===== src/rtl/aoi222_arc_stim_pkg.sv =====
// Shared types and constants for the AOI222 arc stimulus generator.
// Pair encodings pack a pin pair as {pin1, pin2}.
package aoi222_arc_stim_pkg;

  localparam int unsigned N_ARC   = 6;
  localparam int unsigned N_COND  = 9;
  localparam int unsigned N_PHASE = 3;
  localparam int unsigned N_STEP  = N_ARC * N_COND * N_PHASE;

  localparam int unsigned ARC_W   = 3;
  localparam int unsigned COND_W  = 4;
  localparam int unsigned PHASE_W = 2;
  localparam int unsigned CODE_W  = 2;

  typedef enum logic [1:0] {
    ST_IDLE = 2'd0,
    ST_RUN  = 2'd1,
    ST_FIN  = 2'd2
  } state_e;

  // Target pin low, target pin high, target pin returned low
  typedef enum logic [PHASE_W-1:0] {
    PH_LOW  = 2'd0,
    PH_HIGH = 2'd1,
    PH_RET  = 2'd2
  } phase_e;

  typedef logic [1:0] pair_t;

  typedef struct packed {
    pair_t a;
    pair_t b;
    pair_t c;
    logic  exp_zn;
  } vec_t;

  // Side-pair code to pins; the (1,1) combination is never produced
  function automatic pair_t pair_pins(logic [CODE_W-1:0] code);
    pair_t p;
    unique case (code)
      2'd1:    p = 2'b01;
      2'd2:    p = 2'b10;
      default: p = 2'b00;
    endcase
    return p;
  endfunction

endpackage


===== src/rtl/aoi222_arc_vec_dec.sv =====
// Maps a (ARC, COND, PHASE) step onto the six AOI222 input pins and the
// expected ZN; all-zero whenever en is low.
module aoi222_arc_vec_dec
  import aoi222_arc_stim_pkg::*;
(
  input  logic              en,
  input  logic [ARC_W-1:0]  arc,
  input  logic [COND_W-1:0] cond,
  input  phase_e            phase,
  output vec_t              vec_c
);

  logic  tgt;
  pair_t tgt_pair;
  pair_t side_hi;
  pair_t side_lo;

  always_comb begin
    vec_c    = '0;
    tgt      = (phase == PH_HIGH);
    // Sibling of the target is held high so the target alone controls its AND term
    tgt_pair = arc[0] ? {1'b1, tgt} : {tgt, 1'b1};
    side_hi  = pair_pins(CODE_W'(cond / COND_W'(3)));
    side_lo  = pair_pins(CODE_W'(cond % COND_W'(3)));
    if (en) begin
      unique case (arc[2:1])
        2'd0: begin
          vec_c.a = tgt_pair;
          vec_c.b = side_hi;
          vec_c.c = side_lo;
        end
        2'd1: begin
          vec_c.a = side_hi;
          vec_c.b = tgt_pair;
          vec_c.c = side_lo;
        end
        default: begin
          vec_c.a = side_hi;
          vec_c.b = side_lo;
          vec_c.c = tgt_pair;
        end
      endcase
      vec_c.exp_zn = (phase != PH_HIGH);
    end
  end

endmodule


===== src/rtl/aoi222_arc_stim.sv =====
// Walks every AOI222 timing arc (target pin x side condition x phase),
// drives the pins with a valid/ready handshake and counts ZN mismatches.
module aoi222_arc_stim
  import aoi222_arc_stim_pkg::*;
#(
  parameter int unsigned ERR_W = 8
) (
  input  logic               CLK,
  input  logic               RN,
  input  logic               START,
  input  logic               RDY,
  input  logic               ZN_IN,
  output logic               A1,
  output logic               A2,
  output logic               B1,
  output logic               B2,
  output logic               C1,
  output logic               C2,
  output logic               EXP_ZN,
  output logic               VLD,
  output logic [ARC_W-1:0]   ARC,
  output logic [COND_W-1:0]  COND,
  output logic [PHASE_W-1:0] PHASE,
  output logic               BUSY,
  output logic               DONE,
  output logic [ERR_W-1:0]   ERR_CNT
);

  state_e             state_q, state_d;
  logic [ARC_W-1:0]   arc_q, arc_d;
  logic [COND_W-1:0]  cond_q, cond_d;
  phase_e             phase_q, phase_d;
  logic [ERR_W-1:0]   err_q, err_d;
  logic               vld_q;
  logic               done_q;
  logic               last_step;
  vec_t               vec;

  aoi222_arc_vec_dec u_dec (
    .en    (vld_q),
    .arc   (arc_q),
    .cond  (cond_q),
    .phase (phase_q),
    .vec_c (vec)
  );

  assign last_step = (arc_q == ARC_W'(N_ARC - 1)) && (cond_q == COND_W'(N_COND - 1))
                     && (phase_q == PH_RET);

  always_ff @(posedge CLK or negedge RN) begin
    if (!RN) begin
      state_q <= ST_IDLE;
      arc_q   <= '0;
      cond_q  <= '0;
      phase_q <= PH_LOW;
      err_q   <= '0;
      vld_q   <= 1'b0;
      done_q  <= 1'b0;
    end else begin
      state_q <= state_d;
      arc_q   <= arc_d;
      cond_q  <= cond_d;
      phase_q <= phase_d;
      err_q   <= err_d;
      vld_q   <= (state_d == ST_RUN);
      done_q  <= (state_d == ST_FIN);
    end
  end

  // Next state, step counters (phase innermost) and saturating error count
  always_comb begin
    state_d = state_q;
    arc_d   = arc_q;
    cond_d  = cond_q;
    phase_d = phase_q;
    err_d   = err_q;
    unique case (state_q)
      ST_IDLE, ST_FIN: begin
        if (START) begin
          state_d = ST_RUN;
          arc_d   = '0;
          cond_d  = '0;
          phase_d = PH_LOW;
          err_d   = '0;
        end
      end
      ST_RUN: begin
        if (RDY) begin
          if ((ZN_IN != vec.exp_zn) && (err_q != '1)) begin
            err_d = err_q + ERR_W'(1);
          end
          if (last_step) begin
            state_d = ST_FIN;
            arc_d   = '0;
            cond_d  = '0;
            phase_d = PH_LOW;
          end else begin
            unique case (phase_q)
              PH_LOW:  phase_d = PH_HIGH;
              PH_HIGH: phase_d = PH_RET;
              default: begin
                phase_d = PH_LOW;
                if (cond_q == COND_W'(N_COND - 1)) begin
                  cond_d = '0;
                  arc_d  = arc_q + ARC_W'(1);
                end else begin
                  cond_d = cond_q + COND_W'(1);
                end
              end
            endcase
          end
        end
      end
      default: state_d = ST_IDLE;
    endcase
  end

  assign A1      = vec.a[1];
  assign A2      = vec.a[0];
  assign B1      = vec.b[1];
  assign B2      = vec.b[0];
  assign C1      = vec.c[1];
  assign C2      = vec.c[0];
  assign EXP_ZN  = vec.exp_zn;
  assign VLD     = vld_q;
  assign BUSY    = vld_q;
  assign DONE    = done_q;
  assign ARC     = arc_q;
  assign COND    = cond_q;
  assign PHASE   = phase_q;
  assign ERR_CNT = err_q;

endmodule


===== config.mk =====
export PLATFORM = sky130hd
export DESIGN_NAME = aoi222_arc_stim
export DESIGN_NICKNAME = d
export VERILOG_FILES = /design/src/rtl/aoi222_arc_stim_pkg.sv /design/src/rtl/aoi222_arc_vec_dec.sv /design/src/rtl/aoi222_arc_stim.sv
export SDC_FILE = /design/constraint.sdc
export NUM_CORES = 1
export LEC_CHECK = 0
export CAP_MARGIN = 10
export CORE_ASPECT_RATIO = 0.75
export CORE_MARGIN = 1.5
export CORE_UTILIZATION = 28
export DETAILED_ROUTE_END_ITERATION = 7
export GPL_TIMING_DRIVEN = 0
export MAX_ROUTING_LAYER = met4
export PLACE_DENSITY = 0.59
export SYNTH_ARGS = -nofsm -noshare
export SYNTH_HDL_FRONTEND = slang
export SYNTH_SLANG_ARGS = --single-unit

===== constraint.sdc =====
create_clock -name CLK -period 3.5 [get_ports CLK]
set_input_delay 0.525 -clock CLK [delete_from_list [all_inputs] [get_ports CLK]]
set_output_delay 0.525 -clock CLK [all_outputs]
set_load 0.005 [all_outputs]

### Word-level counts from Yosys, hierarchy flattened

Index checks and enable logic that the tools add are counted.

| storage, ports and cells | value |
|---|---|
| output and inout port bits | 27 |
| memories | 0 |
| RAM bits | 0 |
| bits of input ports | 5 |
| word-level logic and storage cells | 76 |
| memory bits (read-only) | 0 |
| bits in registers | 21 |
| latch bits | 0 |

| cells by class | value |
|---|---|
| bitwise logic cells | 0 |
| reductions and logical operators | 13 |
| add/sub/neg operators | 3 |
| equal/unequal tests | 21 |
| order comparisons | 0 |
| shift operators | 0 |
| divide/modulo/power cells | 2 |
| multiply operators | 0 |
| multiplexer cells | 30 |

Operators with widths:

| cell | number |
|---|---|
| $mux W8 | 3 |
| $mux W4 | 5 |
| $pmux W2 S2 | 5 |
| $pmux W8 S2 | 1 |
| $mux W3 | 5 |
| $mux W2 | 7 |
| $eq A2 B1 Y1 const B | 6 |
| $pmux W6 S2 | 1 |
| $eq A2 B2 Y1 const B | 5 |
| $add A8 B1 Y8 const B | 1 |
| $ne A8 B8 Y1 const B | 1 |
| $pmux W4 S2 | 1 |
| $reduce_and A4 Y1 | 2 |
| $mux W7 | 1 |
| $logic_not A2 Y1 | 3 |
| $ne A2 B2 Y1 const B | 3 |
| $ne A3 B3 Y1 const B | 2 |
| $pmux W3 S2 | 1 |
| $reduce_and A5 Y1 | 1 |
| $add A4 B1 Y4 const B | 1 |
| $div A4 B2 Y4 const B | 1 |
| $eq A4 B4 Y1 const B | 1 |
| $mod A4 B2 Y4 const B | 1 |
| $reduce_or A2 Y1 | 2 |
| 7 further kinds | 9 |

### Logic depth before layout (Yosys ltp)

Gate-level depths: netlist (run 1).

| logic depth | value |
|---|---|
| depth after elaboration | 10 |
| mapped depth | 14 |
| mapped depth without buffers | 13 |

### By module

Synthesis (run 1) repeated with hierarchy kept, for this count alone.

| second synthesis, totals | value |
|---|---|
| cell total of the unflattened synthesis | 169 |
| area total of the unflattened synthesis | 1547.7 sq um |

Modules (own cells, without submodules):

| module | area an instance (sq um) | instances | cells each | sequential area each (sq um) |
|---|---|---|---|---|
| aoi222_arc_stim | 1193.6 | 1 | 120 | 525.5 |
| aoi222_arc_vec_dec | 354.1 | 1 | 49 | 0.0 |

### Worst setup path after synthesis (run 1)

OpenSTA, ideal clock, no wires.

| timing | value |
|---|---|
| path kind | register to output |
| from | register cond_q[2], in the netlist COND[2] |
| to | output port C1 |
| buffers on the path | 1 |
| slack | 337 ps |
| data required time | 2975 ps |
| data arrival time | 2638 ps |
| cell stages (with the launch flop) | 14 |
| path through | dfrtp_1 -> clkbuf_1 -> nor2b_1 -> ha_1 -> inv_1 -> ha_1 -> nand2b_1 -> o221ai_1 -> inv_1 -> ha_1 -> or3b_1 -> o32ai_1 -> nand3b_1 -> a311oi_1 |

| on the way | value |
|---|---|
| word-level cells in the longest chain between the ends | 5 |
| elaborated cells on any way between the ends | 6 |
| classes of those cells | 1 x div; 2 x eq/ne; 3 x mux |

Ends and longest elaborated chain:

| what | line | RTL |
|---|---|---|
| from (decl) | aoi222_arc_stim.sv:31 | `logic [COND_W-1:0] cond_q, cond_d;` |
| from (signal assigned) | aoi222_arc_stim.sv:62 | `cond_q <= cond_d;` |
| $mod A4 B2 Y4 (*) | aoi222_arc_vec_dec.sv:24 | `side_lo = pair_pins(CODE_W'(cond % COND_W'(3)));` |
| $eq A2 B2 Y1 or $eq A2 B1 Y1 (tied branches) | aoi222_arc_stim_pkg.sv:40 | `unique case (code)` |
| $pmux W2 S2 (*) | aoi222_arc_stim_pkg.sv:40 |  |
| $pmux W6 S2 (*) | aoi222_arc_vec_dec.sv:26 | `unique case (arc[2:1])` |
| $mux W7 (*) | aoi222_arc_vec_dec.sv:25 | `if (en) begin` |
| to (decl) | aoi222_arc_stim.sv:17 | `output logic C1,` |

Every way passes the cells marked *; elsewhere a longest branch is shown, timed or not.

### Worst setup path in the final report (run 1)

Same ends and word-level chain as after synthesis.

==> results of run 1 <==
## sequential cells by signal, indices dropped and copies added, names as in the netlist
register  cells
COND          4
ARC           3
BUSY          1
DONE          1
ERR_CNT       8
PHASE         2
state_q       2
## cell families (layout without fill, tap and decap cells)
family | count (synthesis) | after routing
xor+xnor | 7 | 7
buf+inv | 15 | 58
mux | 3 | 3
simple gates | 64 | 64
flops | 21 | 21
compound gates | 39 | 39
fa+ha+maj | 9 | 9
## worst max-delay path, cell delays in order, from the launching register on
cell      delay, ps
dfrtp_2         420
nor2b_4         130
ha_2            160
inv_2            60
ha_4            160
nand2b_4         60
o221ai_4        170
inv_2            80
ha_4            170
or3b_4          420
o32ai_4         180
nand3b_1        180
a311oi_2        270
buf_2           150
## layout make-up
type | instances | area [um^2]
clock buffer | 3 | 41.29
fill | 474 | 2843
inverter | 10 | 37.54
clock inverter | 1 | 7.507
sequential | 21 | 530.5
multi-input combinational | 122 | 957.2
tap | 60 | 75.07
timing repair buffer | 40 | 361.6
buffer | 4 | 18.77
## per-stage QoR
step | power [mW] | utilization [%] | cell area, um^2 | worst slack [ps] | instances
3_3_place_gp | 1.173 | 36.95 | 1800 | -509.4 | 249
6_report | 1.589 | 41.65 | 2029 | 92.97 | 261
4_1_cts | 1.483 | 40.45 | 1971 | 20.40 | 260
2_1_floorplan | 0.8207 | - | 1415 | 336.6 | 158
5_1_grt | 1.718 | 41.65 | 2029 | -63.30 | 261
3_5_place_dp | 1.181 | 36.95 | 1800 | -510.4 | 249
## worst max path at each step
stage                         from  to  slack, ps
6_report       COND[2]$_DFFE_PN0P_  C1         90
5_1_grt        COND[2]$_DFFE_PN0P_  C1        -60
4_1_cts        COND[2]$_DFFE_PN0P_  C1         20
3_5_place_dp   COND[2]$_DFFE_PN0P_  C1       -510
3_3_place_gp   COND[2]$_DFFE_PN0P_  C1       -510
2_1_floorplan  COND[2]$_DFFE_PN0P_  C1        340
## Yosys cell counts (2+ instances only)
master	count	share of area, %
dfrtp_1	21	37
nor2_1	17	4.5
inv_1	10	2.7
nand2b_1	10	4.4
ha_1	9	8.0
nand2_1	8	2.1
a21oi_1	6	2.1
o21ai_1	6	2.1
nand3_1	5	1.8
a211oi_1	4	2.1
a21o_1	4	2.1
clkbuf_1	4	1.1
nor2b_1	4	1.8
nor3_1	4	1.4
xnor2_1	4	2.5
mux2_2	3	2.4
nand4_1	3	1.3
o21ai_0	3	1.1
o22ai_1	3	1.3
xor2_1	3	1.9
a22o_1	2	1.2
and3b_1	2	1.2
or3_1	2	0.88
## routing by layer
layer  routed length [um]  share of wire (%)  GRT usage, %
met4                    0                  0        0.6148
met2                 1343                 39         18.25
met5                    0                  0             -
met1                 1943                 57         20.03
met3                  135                3.9         3.312
## power groups by stage
stage          registers [mW]  logic (mW)  clock network, mW
3_5_place_dp            0.416       0.765                  0
4_1_cts                 0.398       0.917              0.168
6_report                0.402        1.02              0.162
3_3_place_gp            0.415       0.759                  0
2_1_floorplan           0.394       0.427                  0
5_1_grt                 0.414        1.13              0.179
## timing repair
action / CTS / global route
resized for setup: 19 / 19
setup buffers: 8 / 1
endpoints found under the setup margin: 6 / 5
hold buffers: 0 / 0
pin swaps: 4 / 9
==> results.ini, run 1 <==
[route]
drc = 0
antenna_left = 0
vias = 1291
vias_per_cell = 4.946
drt_first_pass_iters = 4
wl_um = 3422
post_drt_wl_per_cell_um = 13.11
drtIter0Drc = 51

[place]
gp_congestion = 0.8010
hpwl_um = 2494
io_buffer_count = 31

[sta]
min_period_over_period_pct = 97.34
rsz0062_at_grt = yes
finClkSkew_ps = 5.616
slew_headroom_pct = 37.48
max_freq_ghz = 0.2935
tightest_slew_ps = 934.8
fin_crit_ps = 3407
finalMaxSlewViolations = 0
finalHoldViolCount = 0
finalSetupViolCount = 0
whs_ps = 564.9
fin_setup_tns_ps = 0

[logic_synthesis]
async_flop_share_pct = 100.0
synth-main-ff-cell = dfrtp_1
synth_top_family_by_area = simple AND/OR/NAND/NOR gates
synth_edf_count = 0
yosys_warnings = 0
synth-xor-area-share_pct = 4.332
synth_compound_area_share_pct = 19.27
syn_area_um2 = 1415
yosysUniqueCellTypes = 44
synthMuxAreaShare_pct = 2.387
seq_area_frac_synth_pct = 37.14
avgSynthCellArea_um2 = 8.956
synth-simple-area-share_pct = 24.67
synth_seq_cells = 21
syn_nets = 172
synthAdderAreaFrac_pct = 7.958
syn_inst = 158

[floorplan]
die_h_um = 64.57
rows = 22
die-width_um = 85.09
core_area_um2 = 4872
start_util_pct = 29.04
io_pins = 32
die_area_um2 = 5494

[worst_setup_path]
r2r-start = state_q[0]$_DFF_PN0_
worst-setup-path-type = register to output port
worst_ep_required_time_ps = 2970
critPathMaxFanout = 5
worst_setup_path_end_kind = output port
rr_endpoint = ARC[2]$_DFFE_PN0P_
reg2reg_depth = 6
cp-start-kind = register
worstPathArrival_ps = 2880
timing.reg2reg.setup_slack_ps = 1550

[power]
power_frac_comb_pct = 64.5
p_int_mw = 0.9517
p_clk_share_pct = 10.2
sw_frac_of_total_pct = 40.10
switchingPower_mw = 0.6371
pwr_density_cell_nw_per_um2 = 782.9
power.leakage_nw = 0.8503
peakVddDrop_mv = 0.3259
seq_power_share_pct = 25.3

[global_route]
grt_max_degree = 22
grt_pass1_wl_um = 5727
grt_overflow = 0
grt_pass1_vias = 1203
grtUsageTotal_pct = 13.17
grt_antenna_before_repair = 0

[clocking]
cts_buffer_depth = 2
cts.sinks = 21
cts.clk_slew.worst_paths_ps = 80
cts_tree = done
htree_levels = 1
cts-buffers-inserted = 3
cts_root_buf = clkbuf_8
clkLatencyLatePin_ps = 260

[hold_path]
hold_depth = 1
hold_class = register to register
min_to = state_q[1]$_DFF_PN0_
hold_start = state_q[0]$_DFF_PN0_

[layout]
antennaDiodeCount = 0
final_common_cell = clkdlybuf4s50_1
syn2layout_area_growth_pct = 43.41
drive_gt1_share_pct = 21.39
final_cell_mix = 26 x clkdlybuf4s50_1, 17 x dfrtp_1, 17 x nor2_1
nets = 216

[flow_run]
max_cap_viol_count = 0

[status]
status = complete, no violations

(Power assumes the default switching activity.)
==> run 2: changes to the inputs <==
--- a/config.mk
+++ b/config.mk
@@ -13,6 +13,7 @@
 export GPL_TIMING_DRIVEN = 0
 export MAX_ROUTING_LAYER = met4
 export PLACE_DENSITY = 0.59
+export REMOVE_ABC_BUFFERS = 1
 export SYNTH_ARGS = -nofsm -noshare
 export SYNTH_HDL_FRONTEND = slang
 export SYNTH_SLANG_ARGS = --single-unit
==> results.ini, run 2 (synthesis gave the netlist of run 1 again) <==
[status]
status = finished with violations
violations = design-rule violations

[clocking]
cts.sinks = 21
cts_tree = done
cts.clk_slew.worst_paths_ps = 90
cts_root_buf = clkbuf_8
cts_buffer_depth = 2
cts-buffers-inserted = 3
htree_levels = 1
clkLatencyLatePin_ps = 270

[power]
power.leakage_nw = 0.8521
switchingPower_mw = 0.6375
p_total_mw = 1.617
pwr_density_cell_nw_per_um2 = 796.7
seq_power_share_pct = 24.6
sw_frac_of_total_pct = 39.43
power_frac_comb_pct = 65.0
p_int_mw = 0.9793
p_clk_share_pct = 10.4
peakVddDrop_mv = 0.2595

[place]
hpwl_um = 2462
io_buffer_count = 31
gp_congestion = 0.7091
dp_cells = 244
post-place-ws_ps = -482.3

[floorplan]
start_util_pct = 29.04
core_area_um2 = 4872
rows = 22
io_pins = 32
die_h_um = 64.57
die-width_um = 85.09
die_area_um2 = 5494

[layout]
final_common_cell = clkdlybuf4s50_1
multiInputGateArea_um2 = 945.9
ff_latch_area_um2 = 530.5
antennaDiodeCount = 0
syn2layout_area_growth_pct = 43.41
nets = 215
instances_no_fill = 260
final_cell_mix = 26 x clkdlybuf4s50_1, 17 x dfrtp_1, 17 x nor2_1
fillCellCount = 470
drive_gt1_share_pct = 22.00
largest_reg_flops = 8

[hold_path]
hold_class = register to register
hold_depth = 1
hold_start = ERR_CNT[1]$_DFFE_PN0P_
min_to = ERR_CNT[1]$_DFFE_PN0P_

[route]
vias = 1307
drc = 3
wl_um = 3507
drtIter0Drc = 53
antenna_left = 0
post_drt_wl_per_cell_um = 13.49
drt_first_pass_iters = 6
vias_per_cell = 5.027

[sta]
finClkSkew_ps = 9.656
finalSetupViolCount = 0
finalMaxSlewViolations = 0
whs_ps = 576.6
min_period_over_period_pct = 99.72
rsz0062_at_grt = yes
slew_headroom_pct = 36.55
fin_ws_ps = 9.930
max_freq_ghz = 0.2865
finalHoldViolCount = 0
tightest_slew_ps = 948.8
fin_crit_ps = 3490

[worst_setup_path]
rr_endpoint = ERR_CNT[3]$_DFFE_PN0P_
worst_setup_path_end_kind = output port
worst_ep_required_time_ps = 2970
worst-setup-path-type = register to output port
critPathMaxFanout = 5
timing.reg2reg.setup_slack_ps = 1340
worstPathArrival_ps = 2970
reg2reg_depth = 4
r2r-start = state_q[0]$_DFF_PN0_
cp-start-kind = register

[global_route]
grt_antenna_before_repair = 0
grt_overflow = 0
grtUsageTotal_pct = 13.65
grt_pass1_vias = 1258
grt_pass1_wl_um = 5858
grt_max_degree = 22

[flow_run]
max_cap_viol_count = 0

## run 2: power by group through the flow
| stage | logic [mW] | clock network [mW] | registers, mW |
|---|---|---|---|
| final | 1.05 | 0.168 | 0.397 |
| after global routing | 1.17 | 0.182 | 0.414 |
| after CTS | 0.946 | 0.173 | 0.394 |
| after detailed placement | 0.751 | 0 | 0.424 |
| after global placement | 0.740 | 0 | 0.424 |
| after floorplan | 0.414 | 0 | 0.402 |
## run 2: metal layers
metal,GRT usage (%),routed length (um),vias up
li1,-,-,652
met1,18.96,1807,619
met2,20.04,1492,30
met3,3.822,172,6
met4,2.459,35,0
met5,-,0,-
## run 2: final cells by class
cell class,count,share of cell area [%]
Inverter,10,1.973
Sequential cell,21,26.14
Tap cell,60,3.699
Clock inverter,1,0.3699
Timing Repair Buffer,43,19.17
Multi-Input combinational cell,122,46.61
Clock buffer,3,2.035
## run 2: critical path: stages, from the launching register on
cell      delay (ps)
dfrtp_2          410
nor2b_4          130
ha_4             150
inv_4             50
ha_4             160
nand2b_4          50
o221ai_2         200
inv_2             80
ha_4             170
or3b_4           420
o32ai_4          170
nand3b_1         150
buf_4            160
a311oi_2         230
buf_2            150
## run 2: worst max path at each step
stage          end  cells after the start                 from
2_1_floorplan   C1                     12  COND[2]$_DFFE_PN0P_
3_3_place_gp    C1                     13  COND[2]$_DFFE_PN0P_
3_5_place_dp    C1                     13  COND[2]$_DFFE_PN0P_
4_1_cts         C1                     14  COND[2]$_DFFE_PN0P_
5_1_grt         C1                     14  COND[2]$_DFFE_PN0P_
6_report        C1                     14  COND[2]$_DFFE_PN0P_
## run 2: repair_timing
action	4_1_cts	5_1_grt
gates resized for setup	27	11
setup buffers	8	4
pin swaps	6	8
hold buffers	0	0
setup endpoints to repair	5	5
## run 2: per-stage QoR
step | util [%] | TNS (ps) | instance area [um^2]
floorplan | - | 0 | 1393
global placement | 36.49 | -1342 | 1778
detailed placement | 36.49 | -1684 | 1778
CTS | 40.06 | -11.66 | 1952
global route | 41.65 | -392.7 | 2029
finish | 41.65 | 0 | 2029
